**src/rtl/chave_detector.sv**
```systemverilog
// Sequential prober for a selectable AND/OR cell: sweeps all {a,b} inputs, samples s, decodes the select.
// Optional macro CHAVE_DET_RETRY_EN: a first sweep that decodes as fault is rerun once automatically.
module chave_detector #(
  parameter int SETTLE = 1
) (
  input  logic       clk,
  input  logic       reset,
  input  logic       start,
  input  logic       s_in,
  output logic       a_out,
  output logic       b_out,
  output logic       busy,
  output logic       done,
  output logic       valid,
  output logic       chave_out,
  output logic       fault,
  output logic [3:0] pattern
);

  typedef enum logic [1:0] {
    IDLE   = 2'd0,
    SWEEP  = 2'd1,
    DECIDE = 2'd2,
    RETRY  = 2'd3
  } state_t;

  state_t     state, state_next;
  logic [3:0] cnt, cnt_next;
  logic [1:0] combo, combo_next;
  logic [3:0] pattern_next;
  logic       busy_next, done_next, valid_next, chave_next, fault_next;
  logic       is_and, is_or, bad;
`ifdef CHAVE_DET_RETRY_EN
  logic       retried, retried_next;
`endif

  assign is_and = (pattern == 4'b1000);
  assign is_or  = (pattern == 4'b1110);
  assign bad    = !(is_and || is_or);

  // The cell sees the current combination only while sweeping; otherwise both inputs rest at 0.
  assign a_out = (state == SWEEP) & combo[1];
  assign b_out = (state == SWEEP) & combo[0];

  always_ff @(posedge clk or posedge reset) begin
    if (reset) begin
      state     <= IDLE;
      cnt       <= 4'd0;
      combo     <= 2'd0;
      pattern   <= 4'd0;
      busy      <= 1'b0;
      done      <= 1'b0;
      valid     <= 1'b0;
      chave_out <= 1'b0;
      fault     <= 1'b0;
`ifdef CHAVE_DET_RETRY_EN
      retried   <= 1'b0;
`endif
    end else begin
      state     <= state_next;
      cnt       <= cnt_next;
      combo     <= combo_next;
      pattern   <= pattern_next;
      busy      <= busy_next;
      done      <= done_next;
      valid     <= valid_next;
      chave_out <= chave_next;
      fault     <= fault_next;
`ifdef CHAVE_DET_RETRY_EN
      retried   <= retried_next;
`endif
    end
  end

  always_comb begin
    state_next   = state;
    cnt_next     = cnt;
    combo_next   = combo;
    pattern_next = pattern;
    busy_next    = busy;
    done_next    = 1'b0;
    valid_next   = valid;
    chave_next   = chave_out;
    fault_next   = fault;
`ifdef CHAVE_DET_RETRY_EN
    retried_next = retried;
`endif
    case (state)
      IDLE: begin
        if (start) begin
          state_next   = SWEEP;
          cnt_next     = 4'd0;
          combo_next   = 2'd0;
          pattern_next = 4'd0;
          busy_next    = 1'b1;
          valid_next   = 1'b0;
          chave_next   = 1'b0;
          fault_next   = 1'b0;
`ifdef CHAVE_DET_RETRY_EN
          retried_next = 1'b0;
`endif
        end
      end
      SWEEP: begin
        // Last edge of the settle window: capture s and advance to the next combination.
        if (cnt == 4'(SETTLE)) begin
          pattern_next[combo] = s_in;
          cnt_next            = 4'd0;
          combo_next          = combo + 2'd1;
          if (combo == 2'd3) state_next = DECIDE;
        end else begin
          cnt_next = cnt + 4'd1;
        end
      end
      DECIDE: begin
        state_next = IDLE;
        done_next  = 1'b1;
        valid_next = 1'b1;
        busy_next  = 1'b0;
        chave_next = is_and;
        fault_next = bad;
`ifdef CHAVE_DET_RETRY_EN
        if (bad && !retried) begin
          state_next   = RETRY;
          retried_next = 1'b1;
          done_next    = 1'b0;
          valid_next   = valid;
          busy_next    = 1'b1;
          chave_next   = chave_out;
          fault_next   = fault;
        end
`endif
      end
`ifdef CHAVE_DET_RETRY_EN
      RETRY: begin
        state_next   = SWEEP;
        cnt_next     = 4'd0;
        combo_next   = 2'd0;
        pattern_next = 4'd0;
      end
`endif
      default: state_next = IDLE;
    endcase
  end

endmodule

```
**config.mk**
```make
export PLATFORM = sky130hd
export DESIGN_NAME = chave_detector
export DESIGN_NICKNAME = d
export VERILOG_FILES = /design/src/rtl/chave_detector.sv
export SDC_FILE = /design/constraint.sdc
export NUM_CORES = 1
export LEC_CHECK = 0
export CAP_MARGIN = 0
export CORE_MARGIN = 2
export CORE_UTILIZATION = 45
export DETAILED_ROUTE_END_ITERATION = 12
export GPL_TIMING_DRIVEN = 0
export PLACE_DENSITY_LB_ADDON = 0.05
export SLEW_MARGIN = 10
export SYNTH_ARGS = -nofsm -noshare
export SYNTH_HDL_FRONTEND = slang
export SYNTH_SLANG_ARGS = --single-unit
```
**constraint.sdc**
```tcl
create_clock -name clk -period 1.5 [get_ports clk]
set_clock_uncertainty 0.15 [all_clocks]
set_input_delay 0.45 -clock clk [delete_from_list [all_inputs] [get_ports clk]]
set_output_delay 0.45 -clock clk [all_outputs]
set_load 0.01 [all_outputs]
```
Word level (Yosys, flattened, before mapping)

Cells that the tools add are included.

Add/sub/neg operators: 2
Order comparisons: 2
Equal/unequal tests: 9
Mux-type cells: 22
Bitwise logic cells: 2
Reduce and logical (&&, ||, !) cells: 10

Operators by type and width:

| cell                                                                                | number |
|---|---|
| 4-bit case mux with 2 select lines                                                  | 2 |
| 4-bit two-way mux                                                                   | 3 |
| 2-bit two-way mux                                                                   | 5 |
| 4-bit == test, second input constant                                                | 2 |
| 1-bit case mux with 2 select lines                                                  | 4 |
| 2-bit case mux with 2 select lines                                                  | 2 |
| 3-bit AND reduction                                                                 | 2 |
| 4-bit by 1-bit adder with 4-bit output, second input constant                       | 1 |
| 4-bit bitwise mux                                                                   | 1 |
| 2-bit == test, second input constant                                                | 2 |
| 4-bit by 1-bit == test with 1-bit output, second input constant                     | 1 |
| 1-bit two-way mux                                                                   | 4 |
| 2-bit by 1-bit != test with 1-bit output, second input constant                     | 2 |
| 2-bit AND reduction                                                                 | 2 |
| 2-bit nonzero test                                                                  | 2 |
| 2-bit by 3-bit less-than comparator with 1-bit output, second input constant        | 1 |
| 2-bit by 1-bit adder with 2-bit output, second input constant                       | 1 |
| 1-bit bitwise AND                                                                   | 2 |
| 1-bit demux with 2-bit select                                                       | 1 |
| 2-bit by 1-bit == test with 1-bit output, second input constant                     | 1 |
| 2-bit by 1-bit greater-or-equal comparator with 1-bit output, second input constant | 1 |
| 2-bit zero test                                                                     | 1 |
| 2-bit != test, second input constant                                                | 1 |
| 1-bit logical AND                                                                   | 1 |
| 2 further kinds                                                                     | 2 |

Register bits after elaboration: 17
Input port bits: 4
Output and inout port bits: 11

Depth between registers and ports, before layout

Gate-level depths: netlist of the first run.

Depth in word-level cells: 7
Mapped depth: 6

Worst setup path before layout of the first run

No wires, ideal clock.

Path type: register to output
Start: reg state[1]
End: out a_out
Data arrival time: 910 ps
Data required time: 900 ps
Slack: -10 ps
Stages on the path, launching flop included: 4
Cells stage by stage: dfrtp_1 -> nor2b_2 -> buf_4 -> and2_1

Cells in the longest elaborated chain, start to end: 2

Ends and longest elaborated chain:

| what                                     | line | RTL |
|---|---|---|
| start: declaration                       | 27   | `state_t state, state_next;` |
| start signal: assignment                 | 60   | `state <= state_next;` |
| 2-bit by 1-bit == test with 1-bit output | 42   | `assign a_out = (state == SWEEP) & combo[1];` |
| 1-bit bitwise AND                        | 42   |  |
| end: declaration                         | 10   | `output logic a_out,` |

No other way between the ends.

Worst setup path in the final report of the first run

Start: reg state[1]
End: out b_out

Cells in the longest elaborated chain, start to end: 2

Ends and longest elaborated chain:

| what                                     | line | RTL |
|---|---|---|
| 2-bit by 1-bit == test with 1-bit output | 43   | `assign b_out = (state == SWEEP) & combo[0];` |
| 1-bit bitwise AND                        | 43   |  |
| end: declaration                         | 11   | `output logic b_out,` |

No other way between the ends.

==> results of run 1 <==
cell families (layout without fill, tap and decap cells):
family / count (synthesis) / in the layout / synth area share, %
adders and majority gates: 6 / 6 / 8.571
AOI/OAI and AO/OA: 20 / 20 / 14.57
xor gates and xnor gates: 1 / 1 / 1.000
buffers and inverters: 8 / 40 / 5.142
DFF: 17 / 17 / 48.57
and+or+nand+nor: 32 / 32 / 22.14
per-stage QoR:
stage               cells  hold slack, ns
finish                141          0.3575
global route          141          0.3749
CTS                   141          0.3625
detailed placement    123          0.3249
global placement      123          0.3114
floorplan              84          0.2261
flip-flops by register name, summed over array words and instances (netlist names):
name and count:
done 1, chave_out 1, combo 2, pattern 4
busy 1, cnt 4, state 2, fault 1
valid 1
worst max path at each step:
stage,end,slack (ns),cells after the start
6_report,b_out,-0.32,4
5_1_grt,b_out,-0.38,4
4_1_cts,a_out,-0.31,4
3_5_place_dp,b_out,-0.60,4
3_3_place_gp,b_out,-0.60,4
2_1_floorplan,a_out,0.0002,3
per-layer routing:
metal	vias up	global-route usage, %
met5	-	0
met4	0	8.108
met3	4	3.333
met2	14	30.13
met1	365	23.43
li1	363	-
cells in the mapped netlist, drive strengths merged:
library cell	count
nor3b	1
o21ai	7
xnor2	1
a41oi	1
dfrtp	17
nand2b	4
nor4b	1
nand4	4
o22ai	1
nor2b	3
nand2	7
nand3b	1
a21o	1
inv	5
buf	3
and2	2
nand3	1
a31o	1
o21bai	2
and3	5
a22o	2
a31oi	3
ha	6
nor2	2
or3b	1
a21oi	2
power by group through the flow:
stage	Sequential, W	Combinational (W)	Clock [W]
2_1_floorplan	0.000795	0.000567	0
3_5_place_dp	0.000794	0.000928	0
5_1_grt	0.000782	0.00137	0.000286
6_report	0.000756	0.00125	0.000255
3_3_place_gp	0.000784	0.000894	0
4_1_cts	0.000751	0.00118	0.000253
final cells by class:
type                    instances  share of cell area, %
repair buffers                 29                  17.69
inverters                       5                  1.561
multi-input cells              59                  38.61
clock buffers                   4                  2.185
flip-flops and latches         17                  35.48
plain buffers                   2                  1.873
well taps                      25                  2.601
what timing repair did:
item	4_1_cts	5_1_grt
resized for setup	52	12
gates cloned	1	0
pin swaps	3	5
hold endpoints to repair	0	0
setup endpoints to repair	18	10
buffers inserted	14	0
==> run summary, run 1 <==
Global route
* **first-pass GRT wire length** 2.911 mm
* **GRT Util Overall** 18.29%
* **global route overflow** 0
* **largest net degree at the start of global routing** 18
* **antenna violations before repair** 0
* **vias in the first global route** 682

Critical path
* **critical register-to-register path startpoint** cnt[1]
* **kind of critical path** flop to output port
* **largest incremental delay on the critical path** 0.44 ns
* **slowest stage cell on the critical path** dfrtp_2
* **reg2reg path depth** 6
* **startpoint class of the critical path** flop
* **RR Endpoint** combo[1]
* **critical path's most frequent cell** buf_6
* **required time of the worst setup path** 0.90 ns
* **crit path launch** state[1]
* **gate family responsible for the most delay along the worst path** flip-flops
* **CP Buf/Inv Count** 2
* **signal arrival time at the worst endpoint** 1.22 ns
* **list of cells traversed by the critical path** nor2b_4, buf_6, and2_4, buf_6
* **register-to-register setup slack** -0.03 ns
* **top fanout value on the critical path** 5
* **kind of capture point of the worst setup path** output port

Clock network
* **clock latency of the later-clocked register in the worst-skew pair** 0.30 ns
* **post-CTS clock slew at the launch and capture registers of the worst setup and hold paths** 0.11 ns
* **quantity of hold-fixing buffers added after cts** 0
* **CTS H-Tree Depth** 1
* **number of buffers created by CTS** 3
* **number of buffers on the longest clock path** 2
* **CTS Root Cell** clkbuf_4
* **TritonCTS clock tree** done
* **Sinks on Clock Net** 17

Floorplanning
* **row count** 15
* **I/O pin count** 15
* **chip width** 48.12 um
* **effective utilization at floorplan** 49.12%
* **area of the die** 2315 sq um
* **die extent in y** 48.12 um
* **Core Region** 1783 sq um

Yosys
* **area of the mapped netlist** 875.8 sq um
* **gate count after technology mapping** 84
* **register area share after synthesis** 48.57%
* **Synth area leader** dfrtp_1
* **top post-synthesis cells by area** dfrtp_1 49%, ha_1 8.6%, and3_1 3.6%, o21ai_1 3.4%, nand2_1 3.0%
* **Seq cells post-synth** 17
* **YS warnings** 0
* **post-synthesis net count** 94
* **Synth top area share** 48.57%
* **count of distinct cell types in the synthesized netlist** 29
* **Mean Syn Cell Area** 10.43 sq um

STA
* **PnR worst setup slack** -0.3192 ns
* **final worst-path cycle share** 121.3%
* **upper clock frequency limit** 0.5497 GHz
* **final setup violating endpoints** 6
* **Least-Margin Pin Slew** 0.6558 ns
* **post-layout minimum cycle time** 1.819 ns
* **max-slew violation count** 0
* **number of hold violations in the final report** 0
* **summed negative setup slack over all endpoints** -0.7085 ns
* **RSZ-0062 raised after global routing** true
* **Slew headroom** 56.23%

Run status
* **failing checks** negative setup slack
* **outcome** finished with violations

Pwr
* **sequential power share** 33.4%
* **clock share of power** 11.3%
* **overall power of the completed layout** 0.002262 W
* **worst vdd rail ir drop** 1.273 mV
* **switching share of total power** 37.69%
* **share of total power in combinational logic** 55.3%
* **internal power contribution** 0.001410 W
* **Static Leakage** 0.6021 nW
* **power density relative to cell area** 1881 nW/um^2
* **Switching Power** 0.0008526 W

Layout
* **Post-Layout Inst Area** 1202 sq um
* **commonest non-fill, non-tap cell in the layout** dfrtp_1
* **synth-to-layout area growth** 37.29%
* **fill cell count** 151
* **# diodes** 0
* **fraction of final layout cells sized beyond drive strength 1** 39.66%
* **sequential cell area** 426.7 sq um
* **Final nets** 127
* **combined area of the multi-input logic cells** 464.2 sq um
* **share of the core filled with cells** 67.44%
* **leading cell types in the layout, fill and taps excluded** 16 x dfrtp_1, 14 x buf_4, 8 x buf_2

Worst hold path
* **hold_sp** chave_out
* **hold depth** 1
* **Hold EP** chave_out
* **class of the most critical hold timing path** flop to flop

Routing
* **Vias** 746
* **Met3 Routed Length** 50 um
* **DRT antenna net count** 0
* **DR top layer** met4
* **post-DR wirelength/cell** 12.92 um
* **routed length on met2** 913 um
* **via/cell ratio** 5.291
* **DRC violation count after routing** 0
* **number of detailed-routing iterations run before antenna repair** 4
* **initial detailed-routing violation count** 18
* **Final Routed Wirelength** 1.822 mm
* **Met1 Wirelength** 832 um

Placement
* **global placer's final weighted congestion** 0.7259
* **placement-stage cell area** 1051 sq um
* **Setup WS pre-CTS** -0.6026 ns
* **half-perimeter wire length after placement** 1.199 mm
* **total of buffers placed on input and output ports** 14

Job
* **number of violations of the max-capacitance limit** 0

(Power assumes the default switching activity.)
==> run 2: changes to the inputs <==
Settings changed: CORE_UTILIZATION 45 to 48, CTS_BUF_LIST set to sky130_fd_sc_hd__clkbuf_4 sky130_fd_sc_hd__clkbuf_8.
==> run summary, run 2 (synthesis gave the netlist of run 1 again) <==
Layout
* **combined area of the multi-input logic cells** 481.7 sq um
* **leading cell types in the layout, fill and taps excluded** 16 x dfrtp_1, 11 x buf_4, 9 x buf_2
* **# diodes** 0
* **largest registers ranked by flip-flop count** cnt (4), pattern (4)
* **commonest non-fill, non-tap cell in the layout** dfrtp_1
* **fraction of final layout cells sized beyond drive strength 1** 41.07%
* **sequential cell area** 426.7 sq um
* **synth-to-layout area growth** 35.57%
* **Final nets** 123
* **fill cell count** 156

Global route
* **first-pass GRT wire length** 2.725 mm
* **GRT Util Overall** 17.84%
* **largest net degree at the start of global routing** 18
* **antenna violations before repair** 0
* **vias in the first global route** 616
* **global route overflow** 0

STA
* **final worst-path cycle share** 116.1%
* **number of hold violations in the final report** 0
* **Slew headroom** 56.53%
* **summed negative setup slack over all endpoints** -0.6709 ns
* **Least-Margin Pin Slew** 0.6513 ns
* **upper clock frequency limit** 0.5743 GHz
* **max-slew violation count** 0
* **final setup violating endpoints** 7
* **PnR worst setup slack** -0.2414 ns
* **post-layout minimum cycle time** 1.741 ns
* **RSZ-0062 raised after global routing** true

Floorplanning
* **Core Region** 1727 sq um
* **area of the die** 2182 sq um
* **row count** 15
* **effective utilization at floorplan** 50.72%
* **chip width** 46.72 um
* **I/O pin count** 15
* **die extent in y** 46.72 um

Pwr
* **switching share of total power** 38.62%
* **sequential power share** 33.2%
* **power density relative to cell area** 1923 nW/um^2
* **Switching Power** 0.0008819 W
* **clock share of power** 11.2%
* **worst vdd rail ir drop** 1.057 mV
* **internal power contribution** 0.001402 W
* **Static Leakage** 0.5908 nW
* **share of total power in combinational logic** 55.6%

Routing
* **via/cell ratio** 5.365
* **DRT antenna net count** 0
* **number of detailed-routing iterations run before antenna repair** 4
* **initial detailed-routing violation count** 7
* **DRC violation count after routing** 0
* **post-DR wirelength/cell** 13.58 um
* **Final Routed Wirelength** 1.861 mm
* **Vias** 735

Critical path
* **signal arrival time at the worst endpoint** 1.14 ns
* **startpoint class of the critical path** flop
* **required time of the worst setup path** 0.90 ns
* **top fanout value on the critical path** 4
* **kind of critical path** flop to output port
* **kind of capture point of the worst setup path** output port

Clock network
* **CTS Root Cell** clkbuf_4
* **TritonCTS clock tree** done
* **post-CTS clock slew at the launch and capture registers of the worst setup and hold paths** 0.10 ns
* **number of buffers created by CTS** 3
* **number of buffers on the longest clock path** 2
* **clock latency of the later-clocked register in the worst-skew pair** 0.30 ns
* **Sinks on Clock Net** 17
* **CTS H-Tree Depth** 1

Placement
* **Setup WS pre-CTS** -0.6052 ns
* **global placer's final weighted congestion** 0.7088
* **half-perimeter wire length after placement** 1.129 mm
* **total of buffers placed on input and output ports** 14

Run status
* **outcome** finished with violations
* **failing checks** negative setup slack

Worst hold path
* **class of the most critical hold timing path** flop to flop

Job
* **number of violations of the max-capacitance limit** 0

==> run 2: what timing repair did <==
item / CTS / global route
hold buffers: 0 / 0
pin swaps: 2 / 6
setup buffers: 11 / 0
cloned: 1 / 0
endpoints found under the setup margin: 17 / 11
gates resized for setup: 56 / 12
==> run 2: worst paths after layout <==
kind                           from       end  slack [ns]  cells after the start
min in group asynchronous     reset  state[0]        0.39                      2
max reg2reg                  cnt[1]  combo[1]       -0.06                      6
min reg2reg                   valid     valid        0.33                      1
max in group asynchronous     reset  state[1]        0.35                      2
max                        state[1]     b_out       -0.24                      3
min                           valid     valid        0.33                      1
==> run 2: layer usage <==
layer	up-vias	GRT usage [%]	part of all wire (%)
met5	-	0	0
met4	0	6.667	1.2
met3	2	3.529	3.8
met2	15	30.56	50
met1	365	22.17	45
li1	353	-	-
==> run 2: critical path: stages, from the launching register on <==
cell,delay (ns)
dfrtp_2,0.44
nor2b_4,0.16
and2_4,0.16
buf_6,0.09
==> run 2: power groups by stage <==
stage          registers, W  clock network, W  logic [W]
2_1_floorplan      0.000795                 0   0.000567
3_3_place_gp       0.000786                 0   0.000892
3_5_place_dp       0.000794                 0   0.000914
4_1_cts            0.000755          0.000264    0.00116
5_1_grt            0.000777          0.000284    0.00137
6_report           0.000758          0.000257    0.00127
==> run 2: layout make-up <==
cell class	count	area share, %
inverter	5	1.581
sequential	17	35.93
clock buffer	3	1.897
timing repair buffer	26	16.02
multi-input combinational	59	40.57
tap	25	2.634
buffer	1	0.9484
clock inverter	1	0.4215
==> run 2: stage by stage <==
| step | hold slack, ns | instance area (sq um) | total power, W | instances | util (%) |
|---|---|---|---|---|---|
| 5_1_grt | 0.3514 | 1187 | 0.002436 | 137 | 68.77 |
| 4_1_cts | 0.3370 | 1154 | 0.002180 | 138 | 66.81 |
| 6_report | 0.3329 | 1187 | 0.002283 | 137 | 68.77 |
| 3_3_place_gp | 0.3111 | 1051 | 0.001678 | 123 | 60.87 |
| 3_5_place_dp | 0.3160 | 1051 | 0.001709 | 123 | 60.87 |
| 2_1_floorplan | 0.2261 | 879.6 | 0.001362 | 84 | - |
==> run 3: changes to the inputs <==
Settings changed: SKIP_CTS_REPAIR_TIMING set to 1, SKIP_LAST_GASP set to 1.
==> run summary, run 3 (synthesis gave the netlist of run 1 again) <==
STA
* **upper clock frequency limit** 0.5402 GHz
* **post-layout minimum cycle time** 1.851 ns
* **number of hold violations in the final report** 0
* **final setup violating endpoints** 8
* **RSZ-0062 raised after global routing** true
* **worst hold-check slack** 0.3361 ns
* **Slew headroom** 56.55%
* **PnR worst setup slack** -0.3513 ns
* **max-slew violation count** 0
* **summed negative setup slack over all endpoints** -0.9528 ns
* **final worst-path cycle share** 123.4%
* **Least-Margin Pin Slew** 0.6511 ns

Routing
* **via/cell ratio** 5.236
* **DRC violation count after routing** 0
* **DRT antenna net count** 0
* **initial detailed-routing violation count** 2
* **Final Routed Wirelength** 1.885 mm
* **Vias** 733
* **number of detailed-routing iterations run before antenna repair** 2
* **post-DR wirelength/cell** 13.46 um

Worst hold path
* **hold depth** 1
* **Hold EP** valid
* **class of the most critical hold timing path** flop to flop
* **hold_sp** valid

Floorplanning
* **row count** 15
* **chip width** 46.72 um
* **die extent in y** 46.72 um
* **I/O pin count** 15
* **Core Region** 1727 sq um
* **effective utilization at floorplan** 50.72%
* **area of the die** 2182 sq um

Clock network
* **TritonCTS clock tree** done
* **clock latency of the later-clocked register in the worst-skew pair** 0.30 ns
* **number of buffers created by CTS** 3
* **number of buffers on the longest clock path** 2
* **CTS H-Tree Depth** 1
* **Sinks on Clock Net** 17
* **post-CTS clock slew at the launch and capture registers of the worst setup and hold paths** 0.11 ns
* **CTS Root Cell** clkbuf_4

Layout
* **commonest non-fill, non-tap cell in the layout** dfrtp_1
* **# diodes** 0
* **leading cell types in the layout, fill and taps excluded** 15 x dfrtp_1, 13 x buf_4, 8 x dlymetal6s2s_1
* **synth-to-layout area growth** 42.57%
* **combined area of the multi-input logic cells** 465.4 sq um
* **Cell Count, Final, Fillers Out** 140
* **largest registers ranked by flip-flop count** cnt (4), pattern (4)
* **sequential cell area** 427.9 sq um
* **fraction of final layout cells sized beyond drive strength 1** 35.65%
* **fill cell count** 135
* **Final nets** 126

Placement
* **global placer's final weighted congestion** 0.7088
* **Setup WS pre-CTS** -0.6052 ns
* **total of buffers placed on input and output ports** 14
* **number of cells after detailed placement** 123
* **half-perimeter wire length after placement** 1.129 mm

Critical path
* **critical register-to-register path startpoint** state[1]
* **RR Endpoint** combo[1]
* **reg2reg path depth** 4
* **startpoint class of the critical path** flop
* **signal arrival time at the worst endpoint** 1.25 ns
* **kind of critical path** flop to output port
* **required time of the worst setup path** 0.90 ns
* **top fanout value on the critical path** 4
* **kind of capture point of the worst setup path** output port
* **register-to-register setup slack** -0.11 ns

Pwr
* **power density relative to cell area** 1822 nW/um^2
* **worst vdd rail ir drop** 1.059 mV
* **Static Leakage** 0.7024 nW

Job
* **number of violations of the max-capacitance limit** 0

Global route
* **met1 Resource Use GR** 20.43%
* **first-pass GRT wire length** 2.428 mm
* **GR Layer Usage met3** 3.529%
* **global-route layer with the greatest usage** met2
* **largest net degree at the start of global routing** 18
* **global route overflow** 0
* **GRT Util Overall** 15.83%
* **grt met2 use** 25.56%
* **vias in the first global route** 546
* **antenna violations before repair** 0

Run status
* **outcome** finished with violations
* **failing checks** negative setup slack

[run 3: layout make-up]
| type | instances | share of cell area, % |
|---|---|---|
| Multi-Input combinational cell | 59 | 37.27 |
| Sequential cell | 17 | 34.27 |
| Timing Repair Buffer | 27 | 19.54 |
| Buffer | 3 | 2.705 |
| Tap cell | 25 | 2.505 |
| Clock buffer | 3 | 1.804 |
| Inverter | 5 | 1.503 |
| Clock inverter | 1 | 0.4008 |
[run 3: how the worst max path moves through the flow]
| stage | start | endpoint | slack [ns] | cells after the start |
|---|---|---|---|---|
| 2_1_floorplan | state[1] | a_out | 0.0002 | 3 |
| 3_3_place_gp | state[1] | b_out | -0.59 | 4 |
| 3_5_place_dp | state[1] | b_out | -0.61 | 4 |
| 4_1_cts | state[1] | b_out | -0.95 | 4 |
| 5_1_grt | state[1] | b_out | -0.40 | 4 |
| 6_report | state[1] | a_out | -0.35 | 4 |
[run 3: report_power, final]
group	switching (W)	internal [W]
combinational	0.000544	0.000681
clock	0.000161	0.0000994
sequential	0.000167	0.000623
[run 3: metrics by stage]
step / utilization (%) / total power (W) / area, sq um
after floorplan: - / 0.001362 / 879.6
after global placement: 60.87 / 0.001678 / 1051
after detailed placement: 60.87 / 0.001709 / 1051
after CTS: 62.46 / 0.001966 / 1079
after global routing: 72.32 / 0.002426 / 1249
final: 72.32 / 0.002275 / 1249
[run 3: metal layers]
layer | vias up | share of wire (%)
li1 | 364 | -
met1 | 354 | 47
met3 | 4 | 3.1
met2 | 11 | 48
met4 | 0 | 1.6
met5 | - | 0
[run 3: critical path, stage by stage, from the launching register on]
cell and delay (ns):
dfrtp_2 0.46, nor2b_4 0.15, buf_6 0.12, and2_1 0.11
buf_2 0.12
